### src/rtl/cpu_fetch_pkg.sv
// cpu_fetch_pkg: shared states, redirect selectors and PC step for the fetch front end
package cpu_fetch_pkg;
  typedef enum logic {RUN, DRAIN} fetch_state_e;
  typedef enum logic [1:0] {RD_NONE, RD_BR, RD_JMP, RD_JR} redirect_sel_e;
  localparam int unsigned PC_STEP = 4;
endpackage

### src/rtl/fetch_unit_if.sv
// fetch_unit_if: instruction-memory request/response bus between fetch (master) and imem (slave)
interface fetch_unit_if #(
  parameter int XLEN = 32
);
  logic req_valid;
  logic req_ready;
  logic rsp_valid;
  logic [XLEN-1:0] req_addr;
  logic [XLEN-1:0] rsp_data;
  modport master(output req_valid, req_addr, input req_ready, rsp_valid, rsp_data);
  modport slave(input req_valid, req_addr, output req_ready, rsp_valid, rsp_data);
endinterface

### src/rtl/fetch_fifo.sv
// fetch_fifo: synchronous FIFO with clear, full/empty flags and entry count
module fetch_fifo #(
  parameter int WIDTH = 32,
  parameter int DEPTH = 4
) (
  input  logic                       clk,
  input  logic                       rst,
  input  logic                       push,
  input  logic                       pop,
  input  logic                       clear,
  input  logic [WIDTH-1:0]           din,
  output logic [WIDTH-1:0]           dout,
  output logic                       full,
  output logic                       empty,
  output logic [$clog2(DEPTH+1)-1:0] count
);
  localparam int AW = $clog2(DEPTH);
  localparam int CW = $clog2(DEPTH + 1);
  logic [WIDTH-1:0] mem_q [DEPTH];
  logic [AW-1:0] rd_q, rd_d, wr_q, wr_d;
  logic [CW-1:0] cnt_q, cnt_d;
  logic do_push, do_pop;
  assign empty = cnt_q == '0;
  assign full  = cnt_q == CW'(DEPTH);
  assign count = cnt_q;
  assign dout  = empty ? '0 : mem_q[rd_q];
  always_comb begin
    do_push = push && !clear;
    do_pop  = pop && !empty && !clear;
    rd_d    = clear ? '0 : do_pop ? (rd_q == AW'(DEPTH - 1) ? '0 : rd_q + AW'(1)) : rd_q;
    wr_d    = clear ? '0 : do_push ? (wr_q == AW'(DEPTH - 1) ? '0 : wr_q + AW'(1)) : wr_q;
    cnt_d   = clear ? '0 : cnt_q + CW'(do_push) - CW'(do_pop);
  end
  always_ff @(posedge clk or posedge rst) begin
    if (rst) begin
      rd_q  <= '0;
      wr_q  <= '0;
      cnt_q <= '0;
    end else begin
      rd_q  <= rd_d;
      wr_q  <= wr_d;
      cnt_q <= cnt_d;
    end
  end
  always_ff @(posedge clk) begin
    if (do_push) mem_q[wr_q] <= din;
  end
endmodule

### src/rtl/fetch_unit.sv
// fetch_unit: prioritised PC redirect, credit-limited imem requests and decode fetch queue
module fetch_unit
  import cpu_fetch_pkg::*;
#(
  parameter int              XLEN     = 32,
  parameter int              DEPTH    = 4,
  parameter logic [XLEN-1:0] RESET_PC = '0
) (
  input  logic                       clk,
  input  logic                       rst,
  input  logic                       halt,
  input  logic                       br_taken,
  input  logic [XLEN-1:0]            br_target,
  input  logic                       jmp,
  input  logic [XLEN-1:0]            jmp_target,
  input  logic                       jr,
  input  logic [XLEN-1:0]            jr_target,
  fetch_unit_if.master               imem,
  output logic                       id_valid,
  output logic [XLEN-1:0]            id_pc,
  output logic [XLEN-1:0]            id_instr,
  input  logic                       id_ready,
  output logic [$clog2(DEPTH+1)-1:0] occupancy
);
  localparam int CW = $clog2(DEPTH + 1);
  redirect_sel_e sel;
  fetch_state_e state_q, state_d;
  logic redirect, fire, rsp_keep;
  logic tag_full, tag_empty, q_full, q_empty;
  logic [XLEN-1:0] target, pc_q, pc_d, tag;
  logic [CW-1:0] out_q, out_d, drop_q, drop_d, tag_count;
  logic [2*XLEN-1:0] head;
  always_comb begin
    sel            = br_taken ? RD_BR : jmp ? RD_JMP : jr ? RD_JR : RD_NONE;
    redirect       = sel != RD_NONE;
    target         = sel == RD_BR ? br_target : sel == RD_JMP ? jmp_target : jr_target;
    target[1:0]    = 2'b00;
    imem.req_valid = !rst && !halt && !redirect
                     && ((CW+1)'(occupancy) + (CW+1)'(out_q) < (CW+1)'(DEPTH));
    imem.req_addr  = pc_q;
    fire           = imem.req_valid && imem.req_ready;
    rsp_keep       = imem.rsp_valid && state_q == RUN && !redirect;
    pc_d           = redirect ? target : fire ? pc_q + XLEN'(PC_STEP) : pc_q;
    out_d          = out_q + CW'(fire) - CW'(imem.rsp_valid);
    drop_d         = redirect ? out_q - CW'(imem.rsp_valid)
                   : imem.rsp_valid && state_q == DRAIN ? drop_q - CW'(1) : drop_q;
    state_d        = drop_d != '0 ? DRAIN : RUN;
  end
  always_ff @(posedge clk or posedge rst) begin
    if (rst) begin
      pc_q    <= RESET_PC;
      out_q   <= '0;
      drop_q  <= '0;
      state_q <= RUN;
    end else begin
      pc_q    <= pc_d;
      out_q   <= out_d;
      drop_q  <= drop_d;
      state_q <= state_d;
    end
  end
  // Tags are only popped for responses that are kept; dropped responses had their tags cleared.
  fetch_fifo #(.WIDTH(XLEN), .DEPTH(DEPTH)) u_tag (
    .clk(clk), .rst(rst), .push(fire), .pop(rsp_keep), .clear(redirect),
    .din(pc_q), .dout(tag), .full(tag_full), .empty(tag_empty), .count(tag_count)
  );
  fetch_fifo #(.WIDTH(2*XLEN), .DEPTH(DEPTH)) u_queue (
    .clk(clk), .rst(rst), .push(rsp_keep), .pop(id_valid && id_ready), .clear(redirect),
    .din({tag, imem.rsp_data}), .dout(head), .full(q_full), .empty(q_empty), .count(occupancy)
  );
  assign id_valid          = !q_empty;
  assign {id_pc, id_instr} = head;
  a_no_overflow: assert property (@(posedge clk) disable iff (rst) !(rsp_keep && q_full));
  a_rsp_owed:    assert property (@(posedge clk) disable iff (rst) !(imem.rsp_valid && out_q == '0));
  a_tag_avail:   assert property (@(posedge clk) disable iff (rst) !(rsp_keep && tag_empty));
  a_tag_room:    assert property (@(posedge clk) disable iff (rst) !(fire && tag_full));
  a_tag_credit:  assert property (@(posedge clk) disable iff (rst) state_q != RUN || tag_count == out_q);
endmodule

### src/flat_wrapper.sv
// flat-port wrapper written by rule: the top's interface ports become plain ports
module fetch_unit_flat import cpu_fetch_pkg::*;
#(
  parameter int              XLEN     = 32,
  parameter int              DEPTH    = 4,
  parameter logic [XLEN-1:0] RESET_PC = '0
)
  (clk, rst, halt, br_taken, br_target, jmp, jmp_target, jr, jr_target, id_valid, id_pc, id_instr, id_ready, occupancy, imem_req_valid, imem_req_addr, imem_req_ready, imem_rsp_valid, imem_rsp_data);
  fetch_unit_if #(.XLEN(XLEN)) imem_i ();
  input  logic clk;
  input  logic rst;
  input  logic halt;
  input  logic br_taken;
  input  logic [XLEN-1:0] br_target;
  input  logic jmp;
  input  logic [XLEN-1:0] jmp_target;
  input  logic jr;
  input  logic [XLEN-1:0] jr_target;
  output logic id_valid;
  output logic [XLEN-1:0] id_pc;
  output logic [XLEN-1:0] id_instr;
  input  logic id_ready;
  output logic [$clog2(DEPTH+1)-1:0] occupancy;
  output wire logic [$bits(imem_i.req_valid)-1:0] imem_req_valid;
  output wire logic [$bits(imem_i.req_addr)-1:0] imem_req_addr;
  input wire logic [$bits(imem_i.req_ready)-1:0] imem_req_ready;
  input wire logic [$bits(imem_i.rsp_valid)-1:0] imem_rsp_valid;
  input wire logic [$bits(imem_i.rsp_data)-1:0] imem_rsp_data;
  assign imem_req_valid = imem_i.req_valid;
  assign imem_req_addr = imem_i.req_addr;
  assign imem_i.req_ready = imem_req_ready;
  assign imem_i.rsp_valid = imem_rsp_valid;
  assign imem_i.rsp_data = imem_rsp_data;
  fetch_unit #(.XLEN(XLEN), .DEPTH(DEPTH), .RESET_PC(RESET_PC)) u_core (.clk(clk), .rst(rst), .halt(halt), .br_taken(br_taken), .br_target(br_target), .jmp(jmp), .jmp_target(jmp_target), .jr(jr), .jr_target(jr_target), .imem(imem_i), .id_valid(id_valid), .id_pc(id_pc), .id_instr(id_instr), .id_ready(id_ready), .occupancy(occupancy));
endmodule
### config.mk
export PLATFORM = sky130hd
export DESIGN_NAME = fetch_unit_flat
export DESIGN_NICKNAME = d
export VERILOG_FILES = /design/src/rtl/cpu_fetch_pkg.sv /design/src/rtl/fetch_unit_if.sv /design/src/rtl/fetch_fifo.sv /design/src/rtl/fetch_unit.sv /design/src/flat_wrapper.sv
export SDC_FILE = /design/constraint.sdc
export NUM_CORES = 1
export LEC_CHECK = 0
export CELL_PAD_IN_SITES_DETAIL_PLACEMENT = 1
export CELL_PAD_IN_SITES_GLOBAL_PLACEMENT = 2
export CORE_MARGIN = 3
export CORE_UTILIZATION = 25
export DETAILED_ROUTE_END_ITERATION = 10
export DONT_BUFFER_PORTS = 1
export GPL_ROUTABILITY_DRIVEN = 0
export PLACE_DENSITY_LB_ADDON = 0.1
export SLEW_MARGIN = 20
export SYNTH_ARGS = -nofsm -noshare
export SYNTH_HDL_FRONTEND = slang
export SYNTH_SLANG_ARGS = --single-unit
### constraint.sdc
create_clock -name clk -period 5.19 [get_ports clk]
set_input_delay 0.7785 -clock clk [delete_from_list [all_inputs] [get_ports clk]]
set_output_delay 0.7785 -clock clk [all_outputs]
set_load 0.03 [all_outputs]
==> metrics.md, run 1 <==
| Metric | Value |
|---|---|
| Status | `complete, no violations` |
| Psw | `approximately 1.7 mW` |
| DR iter-0 viols | `456` |
| Hold path depth | `0` |
| Min-delay src | `imem_rsp_data[3]` |
| Final setup violation count | `0` |
| Pleak | `between 6 and 7 nW` |
| Commonest cells in the netlist | `edfxtp_1 (372), mux4_2 (93), and2_1 (72)` |
| Most common cell in the synthesized netlist | `edfxtp_1` |
| Crit Path Max Fanout | `22` |
| Die height | `273 um` |
| Crit end category | `output pin` |
| IO Port Bufs | `0` |
| Reg2reg end | `u_core.u_tag.count[2]` |
| Die W | `about 270 um` |
| CP Launch Type | `flop` |
| Clk pwr share | `~44%` |
| Hold crit path type | `in2reg` |
| Reg2reg setup slack | `1710 ps` |
| TritonCTS clock tree | `yes` |
| Syn Area/Cell | `roughly 17 um2` |
| Largest net degree at the start of global routing | `66` |
| Async SR Flop Fraction | `about 12%` |
| Setup bufs post-CTS | `0` |
| Share of cells above drive strength 1 | `17.9%` |
| Main synth FF type | `edfxtp_1` |
| Vias | `between 9k and 10k` |
| Via count of the first global-routing pass | `10.7k` |
| Synth warn | `0` |
| Min Clock Period, post-route | `3490 ps` |
| Syn Inst Count | `roughly 1.1k` |
| Required time worst endpoint | `4410 ps` |
| Routed Antenna Nets | `0` |
| Pwr Total | `~7.6 mW` |
| Post-DP HPWL | `approximately 30000 um` |
| Cell accounting for the most synthesized area | `edfxtp_1` |
| Final core utilization | `approximately 30%` |
| Internal power | `just under 6 mW` |
| Maxcap violations | `0` |
| Hold Path End | `u_core.u_queue.mem_q[3][3]` |
| DRT Pass-1 Iters | `4` |
| Total negative slack | `0 ps` |
| DRC viols | `0` |
| Die area | `0.0745 mm2` |
| Sequential area share after synthesis | `a little over two thirds` |
| Post-Synthesis Cell Area | `approximately 0.018 mm2` |
| Final net count | `around 1.2k` |
| WL final | `48200 um` |
| Fin. Hold Viols | `0` |
| GRT Overall Usage | `between 10% and 20%` |
| Hold slack | `just under 300 ps` |
| Clock Tree Root | `clkbuf_16` |
| Clock transition at path regs | `~60 ps` |
| WL/cell | `around 23 um` |
| Arrival time at the worst endpoint | `between 2000 and 3000 ps` |
| Peak supply drop | `approximately 0.00018 V` |
| Number of synthesized flops with an enable pin | `around 370` |
| Post-route setup slack | `approximately 1700 ps` |
| Sequential group share of total power | `a little over half` |
| Worst flop-to-flop path startpoint | `u_core.u_queue.count[2]` |
| Least-Margin Pin Slew | `~950 ps` |
| Row Count | `97` |
| RSZ-0062 raised after global routing | `no` |
| Hold-fix buffer count after cts | `0` |
| Clock Skews | `around 13 ps` |
| Area Overhead vs Synth | `15.4%` |
| R2r worst-path depth | `14` |
| Max-slew violations | `0` |
| CTS Buffer Depth | `3` |
| Synth top area share | `62.7%` |
| Fmax | `around 290 MHz` |
| Relative slew slack | `a little under two fifths` |
| Library cells used by synthesis | `between 50 and 60` |
| Num Clock Sinks | `~420` |
| Initial antenna violation count | `0` |
| First-pass GRT wire length | `72000 um` |
| Core box area | `~0.070 mm2` |
| Number of buffers created by CTS | `~50` |
| Power density cells | `roughly 370 mW/mm2` |
| Total gr overflow | `0` |
| H-tree depth | `2` |
| Post-CTS sizing | `0` |
| Area contributors post-synth | `edfxtp_1 (63%), mux4_2 (12%), dfrtp_1 (7.2%)` |
| Sw Ratio | `between 20% and 30%` |
| CP Class | `reg2out` |
| Ports | `238` |
| Period utilization | `67.2%` |
| Combinational power share | `~3.7%` |
| Clk_lat worst skew | `around 570 ps` |
| Yosys reg bits | `about 420` |
| Setup slack at placement | `~1500 ps` |
| Initial core utilization | `roughly 25%` |
| Vias per cell | `approximately 4.6` |
[layer usage]
layer  up-vias  global-route usage [%]  wire (um)
li1       4199                       -          -
met1      4889                    16.1      20200
met2       263                    22.2      23500
met3        66                    3.79       3410
met4         0                    3.34        979
met5         -                       0          0
[critical path, stage by stage, from the launching register on]
cell	delay [ps]
dfrtp_4	720
buf_4	440
mux4_2	570
and2_1	380
[worst max-delay path by stage]
stage,start,endpoint,depth (start not counted)
3_5_place_dp,br_taken,u_core.u_tag.count[2],11
3_3_place_gp,br_taken,u_core.u_tag.count[2],11
5_1_grt,u_core.u_queue.count[2],u_core.u_tag.count[2],14
2_1_floorplan,br_taken,u_core.u_queue.mem_q[0][0],5
6_report,u_core.u_queue.rd_q[0],id_pc[1],3
4_1_cts,u_core.u_queue.rd_q[0],id_pc[21],3
[cell usage in the layout, fill, tap and decap left out, types with 10 or more instances in the layout]
cell       Yosys  routed
edfxtp_1     372     372
mux4_2        93      93
and2_1        72      68
nand2_1       53      53
clkbuf_16      0      53
a21oi_1       51      51
dfrtp_1       51      47
o21ai_0       43      43
nor2b_1       31      31
nor2_1        28      28
inv_1         26      25
ha_1          22      22
buf_4          3      22
nand3_1       21      21
nor3_1        17      15
clkinv_1       0      15
clkbuf_1      35      10
[power by group through the flow]
stage / Clock (mW) / Combinational [mW] / Sequential (mW)
2_1_floorplan: 0 / 0.230 / 3.98
3_3_place_gp: 0 / 0.290 / 4.06
3_5_place_dp: 0 / 0.294 / 4.06
4_1_cts: 3.52 / 0.296 / 3.99
5_1_grt: 3.65 / 0.329 / 4.00
6_report: 3.37 / 0.284 / 3.98
[sequential cells by signal, indices dropped and copies added (netlist names)]
name	count
u_core.state_q	1
u_core.u_queue.wr_q	2
u_core.u_tag.rd_q	2
u_core.u_tag.count	3
u_core.u_queue.count	3
u_core.imem.req_addr	30
u_core.drop_q	3
u_core.out_q	3
u_core.u_tag.mem_q	120
u_core.u_queue.mem_q	252
u_core.u_tag.wr_q	2
u_core.u_queue.rd_q	2
[cells by family (layout without fill, tap and decap cells)]
group | after synthesis | in the layout | share of synthesized area [%]
multiplexers | 102 | 102 | 12.3
buffers and inverters | 87 | 140 | 1.97
AO/OA/AOI/OAI | 144 | 144 | 4.98
AND/OR/NAND/NOR | 271 | 271 | 8.40
XOR/XNOR | 13 | 13 | 0.639
other | 1 | 7 | 0.0210
adder cells (fa/ha/maj) | 25 | 25 | 1.88
flip-flops | 423 | 423 | 69.8
[layout make-up]
| class | instances | area [um2] |
|---|---|---|
| fillers | 7230 | 49700 |
| diodes | 1 | 2.50 |
| flip-flops and latches | 423 | 12500 |
| well taps | 940 | 1180 |
| clock buffers | 64 | 1380 |
| clock inverters | 27 | 196 |
| multi-input cells | 561 | 5070 |
| inverters | 26 | 97.6 |
| repair buffers | 23 | 185 |
[through the flow]
stage	std cells	cell area, um2
2_1_floorplan	1071	17800
3_3_place_gp	1973	19000
3_5_place_dp	1973	19000
4_1_cts	2064	20600
5_1_grt	2064	20600
6_report	2065	20600
Note: power is estimated with default switching activity, not from simulation.
==> run 2, diff against run 1 <==
==> constraint.sdc (replaced) <==
create_clock -name clk -period 3 [get_ports clk]
set_input_delay 0.45 -clock clk [delete_from_list [all_inputs] [get_ports clk]]
set_output_delay 0.45 -clock clk [all_outputs]
set_load 0.03 [all_outputs]
==> run 2 against run 1 <==
  * Setup slack got worse by 1500 ps
  * Via count rose by 2.3%
  * Hold slack got worse by 230 ps
  * Count of clock-buffer cells in the layout fell by 2
  * Critical path type unchanged
  * Register-to-register slack got worse by 1400 ps
  * Critical path depth rose by 1
  * Die area did not move
  * Critical endpoint is now id_pc[0]
  * Sequential share of layout area fell by 2.8 points
  * First-iteration DRC count fell by 11%
  * Non-clock buffer count rose by 80
  * Core utilization rose by 1.4 points
  * Largest cell class unchanged
==> metrics.md, run 2 (synthesis results as in run 1) <==
| Metric | Value |
|---|---|
| TritonCTS clock tree | `yes` |
| Slowest cell on the critical path | `or3_2` |
| Status | `complete, no violations` |
| Min Clock Period, post-route | `approximately 2800 ps` |
| Critical path's top delay family | `simple AND/OR/NAND/NOR gates` |
| Maxcap violations | `0 (unchanged)` |
| Largest register FFs | `252 (unchanged)` |
| Number of buffers created by CTS | `49 (-3.9%)` |
| Fmax | `~360 MHz` |
| Fin. Hold Viols | `0 (unchanged)` |
| Routed Antenna Nets | `0 (unchanged)` |
| Largest net degree at the start of global routing | `66 (unchanged)` |
| Die height | `273 um (unchanged)` |
| Die W | `273 um (unchanged)` |
| H-tree depth | `2 (unchanged)` |
| Hold crit path type | `in2reg` |
| Antenna Cells | `0 (-1)` |
| GRT Overall Usage | `13.0% (+0.020 points)` |
| DR iter-0 viols | `406 (-11%)` |
| Final net count | `1326 (+6.3%)` |
| Commonest non-fill, non-tap cells in the layout | `edfxtp_1 (372), mux4_2 (93), and2_1 (68)` |
| Die area | `0.0745 mm2 (unchanged)` |
| Core box area | `0.0703 mm2 (unchanged)` |
| Reg2reg setup slack | `270 ps (-1440 ps)` |
| Total negative slack | `0 ps (unchanged)` |
| Crit Path Max Fanout | `65 (+200%)` |
| Arrival time at the worst endpoint | `2330 ps (-380 ps)` |
| Most common cell after layout, fill and taps aside | `edfxtp_1` |
| Initial core utilization | `25.4% (unchanged)` |
| Vias | `9636 (+2.3%)` |
| WL final | `48500 um (+0.71%)` |
| WP buf/inv | `2 (+1)` |
| Slowest stage delay, CP | `470 ps (-250 ps)` |
| Share of cells above drive strength 1 | `20.4% (+2.5 points)` |
| Peak supply drop | `0.000322 V (+75%)` |
| DRC viols | `0 (unchanged)` |
| Vias per cell | `4.50 (-1.4%)` |
| Combinational power share | `6.3% (+2.6 points)` |
| Psw | `3.04 mW (+76%)` |
| Ports | `238 (unchanged)` |
| CP Launch Type | `flop` |
| Internal power | `10.5 mW (+79%)` |
| Final setup violation count | `0 (unchanged)` |
| Row Count | `97 (unchanged)` |
| Least-Margin Pin Slew | `809 ps (-139 ps)` |
| Required time worst endpoint | `2550 ps (-1860 ps)` |
| Relative slew slack | `45.5% (+8.7 points)` |
| Total gr overflow | `0 (unchanged)` |
| Post-DP HPWL | `32200 um (+5.3%)` |
| Period utilization | `around 93%` |
| IO Port Bufs | `0 (unchanged)` |
| Pwr Total | `13.6 mW (+78%)` |
| First-pass GRT wire length | `72400 um (+0.51%)` |
| Crit end category | `output pin` |
| Clock transition at path regs | `70 ps (about the same)` |
| DRT Pass-1 Iters | `4 (unchanged)` |
| Dpl cells | `2016 (+2.2%)` |
| WL/cell | `22.6 um (-3.0%)` |
| Max-slew violations | `0 (unchanged)` |
| Pleak | `6.87 nW (+7.0%)` |
| Clock Tree Root | `clkbuf_16` |
| Final Non-Filler Cells | `2143 (+3.8%)` |
| Power density cells | `631 mW/mm2 (+70%)` |
| Via count of the first global-routing pass | `10.7k (+0.65%)` |
| Sequential group share of total power | `49.0% (-3.2 points)` |
| CTS Buffer Depth | `3 (unchanged)` |
| Clk_lat worst skew | `580 ps (about the same)` |
| Largest register by flop count | `u_core.u_queue.mem_q` |
| Clock Skews | `16.9 ps (+4.20 ps)` |
| Num Clock Sinks | `423 (unchanged)` |
| Clk pwr share | `44.7% (+0.6 points)` |
| CP Class | `reg2out` |
| Cells along the critical path | `buf_4, or3_2, buf_12, and2_1` |
| Initial antenna violation count | `0 (unchanged)` |
| Area Overhead vs Synth | `20.9%` |
| Sw Ratio | `22.4% (-0.26 points)` |
| RSZ-0062 raised after global routing | `no` |
[run 2: stage by stage]
step | hold slack [ps] | util (%) | worst slack, ps | area (um2)
after floorplan | 501 | - | 14.1 | 17800
after global placement | 522 | 27.8 | 226 | 19500
after detailed placement | 549 | 27.8 | 179 | 19500
after CTS | 15.0 | 30.7 | 159 | 21500
after global routing | 36.8 | 30.7 | 78.4 | 21500
final | 64.7 | 30.7 | 222 | 21500
[run 2: power groups by stage]
stage	clock (mW)	combinational, mW	sequential, mW
2_1_floorplan	0	0.397	6.88
3_3_place_gp	0	0.822	6.78
3_5_place_dp	0	0.831	6.78
4_1_cts	6.34	0.891	6.66
5_1_grt	6.57	0.966	6.67
6_report	6.07	0.860	6.66
[run 2: path summary, 6_finish.rpt]
check	startpoint	to	depth (start not counted)
worst max-delay path	u_core.u_queue.count[2]	id_pc[0]	4
worst min-delay path	br_taken	u_core.imem.req_addr[18]	2
worst max register to register	u_core.out_q[2]	u_core.out_q[2]	11
worst min register to register	u_core.u_tag.rd_q[1]	u_core.u_tag.rd_q[1]	2
max in group asynchronous	rst	u_core.u_queue.rd_q[0]	3
min in group asynchronous	rst	u_core.u_queue.count[2]	3
[run 2: cell type report]
type | instances | area, um2
Fill cell | 7209 | 48700
Sequential cell | 423 | 12500
Clock inverter | 28 | 324
Multi-Input combinational cell | 561 | 5070
Timing Repair Buffer | 103 | 1110
Inverter | 26 | 97.6
Clock buffer | 62 | 1320
Tap cell | 940 | 1180
[run 2: timing repair]
item | 4_1_cts | 5_1_grt
setup endpoints to repair | 7 | 1
resized for setup | 0 | 1
hold endpoints to repair | 159 | 0
hold buffers | 36 | 0
setup buffers | 1 | 0
[run 2: worst register-to-register path, cell delays in order, from the launching register on]
cell and delay, ps:
dfrtp_1 420, ha_1 300, nor3_2 230, nand4_1 170
nor2_1 170, buf_4 180, inv_1 130, ha_1 300
inv_1 40, ha_1 180, fa_1 380, xnor2_1 140
[run 2: routing by layer]
layer	share of wire, %	GRT usage [%]	vias up
li1	-	-	4351
met5	0	0	-
met1	43	16.3	4984
met3	6.4	3.70	56
met2	49	22.2	245
met4	1.9	3.06	0
==> run 3, diff against run 2 <==
--- a/config.mk
+++ b/config.mk
@@ -7,11 +7,12 @@
 export LEC_CHECK = 0
 export CELL_PAD_IN_SITES_DETAIL_PLACEMENT = 1
 export CELL_PAD_IN_SITES_GLOBAL_PLACEMENT = 2
-export CORE_MARGIN = 3
+export CORE_MARGIN = 1
 export CORE_UTILIZATION = 25
 export DETAILED_ROUTE_END_ITERATION = 10
 export DONT_BUFFER_PORTS = 1
 export GPL_ROUTABILITY_DRIVEN = 0
+export HOLD_SLACK_MARGIN = 0.1
 export PLACE_DENSITY_LB_ADDON = 0.1
 export SLEW_MARGIN = 20
 export SYNTH_ARGS = -nofsm -noshare
==> run 3 against run 2 <==
  * Core utilization decreased by 0.13 points
  * Total power decreased by 3.3%
  * First-iteration DRC count grew 1.5%
  * Die area decreased by 2.9%
  * Hold slack improved by 92 ps
  * Sequential power about the same
  * Critical path depth is 4 higher
  * Sequential share of layout area rose by 0.24 points
  * Final cell count grew 0.28%
  * Sequential cell count unchanged
  * Wire length down 1.6%
  * Non-clock buffer count grew 10
  * Critical endpoint is now u_core.imem.req_addr[18]
==> metrics.md, run 3 (synthesis results as in run 1) <==
| Metric | Value |
|---|---|
| Largest net degree at the start of global routing | `66 (unchanged)` |
| Period utilization | `94.2% (+1.6 points)` |
| Final setup violation count | `0 (unchanged)` |
| Vias per cell | `4.50 (about the same)` |
| Ports | `238 (unchanged)` |
| Least-Margin Pin Slew | `764 ps (-45.0 ps)` |
| Crit end category | `flop` |
| Die area | `0.0724 mm2 (-2.9%)` |
| First-pass GRT wire length | `70900 um (-2.1%)` |
| Most common cell after layout, fill and taps aside | `edfxtp_1` |
| Via count of the first global-routing pass | `10.6k (-0.88%)` |
| Antenna Cells | `0 (unchanged)` |
| Vias | `9662 (+0.27%)` |
| Total gr overflow | `0 (unchanged)` |
| Row Count | `97 (unchanged)` |
| Pleak | `6.83 nW (-0.56%)` |
| Total negative slack | `0 ps (unchanged)` |
| Core box area | `0.0703 mm2 (unchanged)` |
| Crit Path Max Fanout | `12 (-82%)` |
| Fin. Hold Viols | `0 (unchanged)` |
| CTS Buffer Depth | `3 (unchanged)` |
| RSZ-0062 raised after global routing | `no` |
| Peak supply drop | `0.000327 V (+1.4%)` |
| Die W | `269 um (-1.5%)` |
| WL/cell | `22.2 um (-1.9%)` |
| Post-DP HPWL | `30200 um (-6.4%)` |
| Clock Skews | `14.4 ps (-2.46 ps)` |
| Die height | `269 um (-1.5%)` |
| Power density cells | `612 mW/mm2 (-2.9%)` |
| Number of buffers created by CTS | `48 (-2.0%)` |
| Clock transition at path regs | `60 ps (about the same)` |
| Status | `complete, no violations` |
| H-tree depth | `2 (unchanged)` |
| CP Launch Type | `flop` |
| Max-slew violations | `0 (unchanged)` |
| Relative slew slack | `49.0% (+3.6 points)` |
| Largest register FFs | `252 (unchanged)` |
| Routed Antenna Nets | `0 (unchanged)` |
| GRT Overall Usage | `13.3% (+0.34 points)` |
| Largest register by flop count | `u_core.u_queue.mem_q` |
| Hold Path End | `u_core.u_queue.rd_q[1]` |
| Initial core utilization | `25.4% (unchanged)` |
| DRT Pass-1 Iters | `4 (unchanged)` |
| Commonest non-fill, non-tap cells in the layout | `edfxtp_1 (372), mux4_2 (93), and2_1 (68)` |
| Maxcap violations | `0 (unchanged)` |
| TritonCTS clock tree | `yes` |
| Arrival time at the worst endpoint | `3290 ps (+960 ps)` |
| CP Class | `reg2reg` |
| Hold crit path type | `in2reg` |
| Min Clock Period, post-route | `2830 ps (+47.8 ps)` |
| Fmax | `354 MHz (-1.7%)` |
| Required time worst endpoint | `3460 ps (+910 ps)` |
| Reg2reg end | `u_core.imem.req_addr[18]` |
| DR iter-0 viols | `412 (+1.5%)` |
| Share of cells above drive strength 1 | `19.5% (-0.85 points)` |
| Clk_lat worst skew | `580 ps (about the same)` |
| Worst flop-to-flop path startpoint | `u_core.out_q[2]` |
| Dpl cells | `2012 (-0.20%)` |
| Hold slack | `157 ps (+92.1 ps)` |
| Clock Tree Root | `clkbuf_16` |
| Pwr Total | `13.1 mW (-3.3%)` |
| Final net count | `1335 (+0.68%)` |
| Hold path depth | `3 (+1)` |
| Min-delay src | `id_ready` |
| Num Clock Sinks | `423 (unchanged)` |
| Fillers | `7221 (+0.17%)` |
| Initial antenna violation count | `1 (+1)` |
| DRC viols | `0 (unchanged)` |
| Area Overhead vs Synth | `20.4%` |
| Reg2reg setup slack | `170 ps (-100 ps)` |
| Final Non-Filler Cells | `2149 (+0.28%)` |
| WL final | `47700 um (-1.6%)` |
| R2r worst-path depth | `8 (-3)` |
| IO Port Bufs | `0 (unchanged)` |
[run 3: cell count changes in the layout (fill, tap and decap cells not counted), sizes merged]
| cell | before | now |
|---|---|---|
| clkinvlp | 5 | 2 |
| dlygate4sd3 | 36 | 50 |
| clkinv | 14 | 19 |
| bufinv | 7 | 3 |
| buf | 67 | 63 |
| clkbuf | 62 | 60 |
[run 3: cell type report]
class                           count  area (um2)  share of cell area [%]
Tap cell                          940        1180                    5.48
Clock inverter                     26         211                   0.985
Timing Repair Buffer              113        1180                    5.52
Multi-Input combinational cell    561        5070                    23.6
Inverter                           26        97.6                   0.455
Sequential cell                   423       12500                    58.0
Clock buffer                       60        1270                    5.91
[run 3: critical path, stage by stage, from the launching register on]
cell and delay (ps):
dfrtp_1 420, ha_1 290, nor3_1 280, nand4_1 180, buf_4 240, o32a_1 400
a221oi_2 270, dlygate4sd3_1 600, nor2_1 50
[run 3: worst max-delay path by stage]
stage                             from                  endpoint  slack (ps)
6_report               u_core.out_q[2]  u_core.imem.req_addr[18]         170
5_1_grt                u_core.out_q[2]  u_core.imem.req_addr[18]          10
4_1_cts        u_core.u_queue.count[2]                  id_pc[0]          20
3_5_place_dp           u_core.out_q[2]           u_core.out_q[2]         190
3_3_place_gp           u_core.out_q[2]           u_core.out_q[2]         200
2_1_floorplan                 br_taken   u_core.u_queue.count[2]          10
[run 3: power breakdown]
part | internal, mW | switching [mW]
registers | 6.54 | 0.113
clock network | 3.24 | 2.36
logic | 0.322 | 0.566
total | 10.1 | 3.04
[run 3: repair_timing]
action,CTS,global route
buffers inserted,1,0
gates resized for setup,0,3
endpoints found under the setup margin,27,11
hold buffers,50,0
hold endpoints to repair,189,0
[run 3: through the flow]
stage | utilization, % | area [um2] | setup WS, ps
after floorplan | - | 17800 | 14.1
after global placement | 27.7 | 19400 | 201
after detailed placement | 27.7 | 19400 | 187
after CTS | 30.5 | 21400 | 20.5
after global routing | 30.5 | 21500 | 11.8
final | 30.5 | 21500 | 174
[run 3: per-layer routing]
metal	track usage, %	share of wire, %	vias up
met5	0	0	-
met4	3.44	1.9	0
met3	3.42	5.6	59
met2	22.5	48	238
met1	17.0	44	4989
li1	-	-	4376
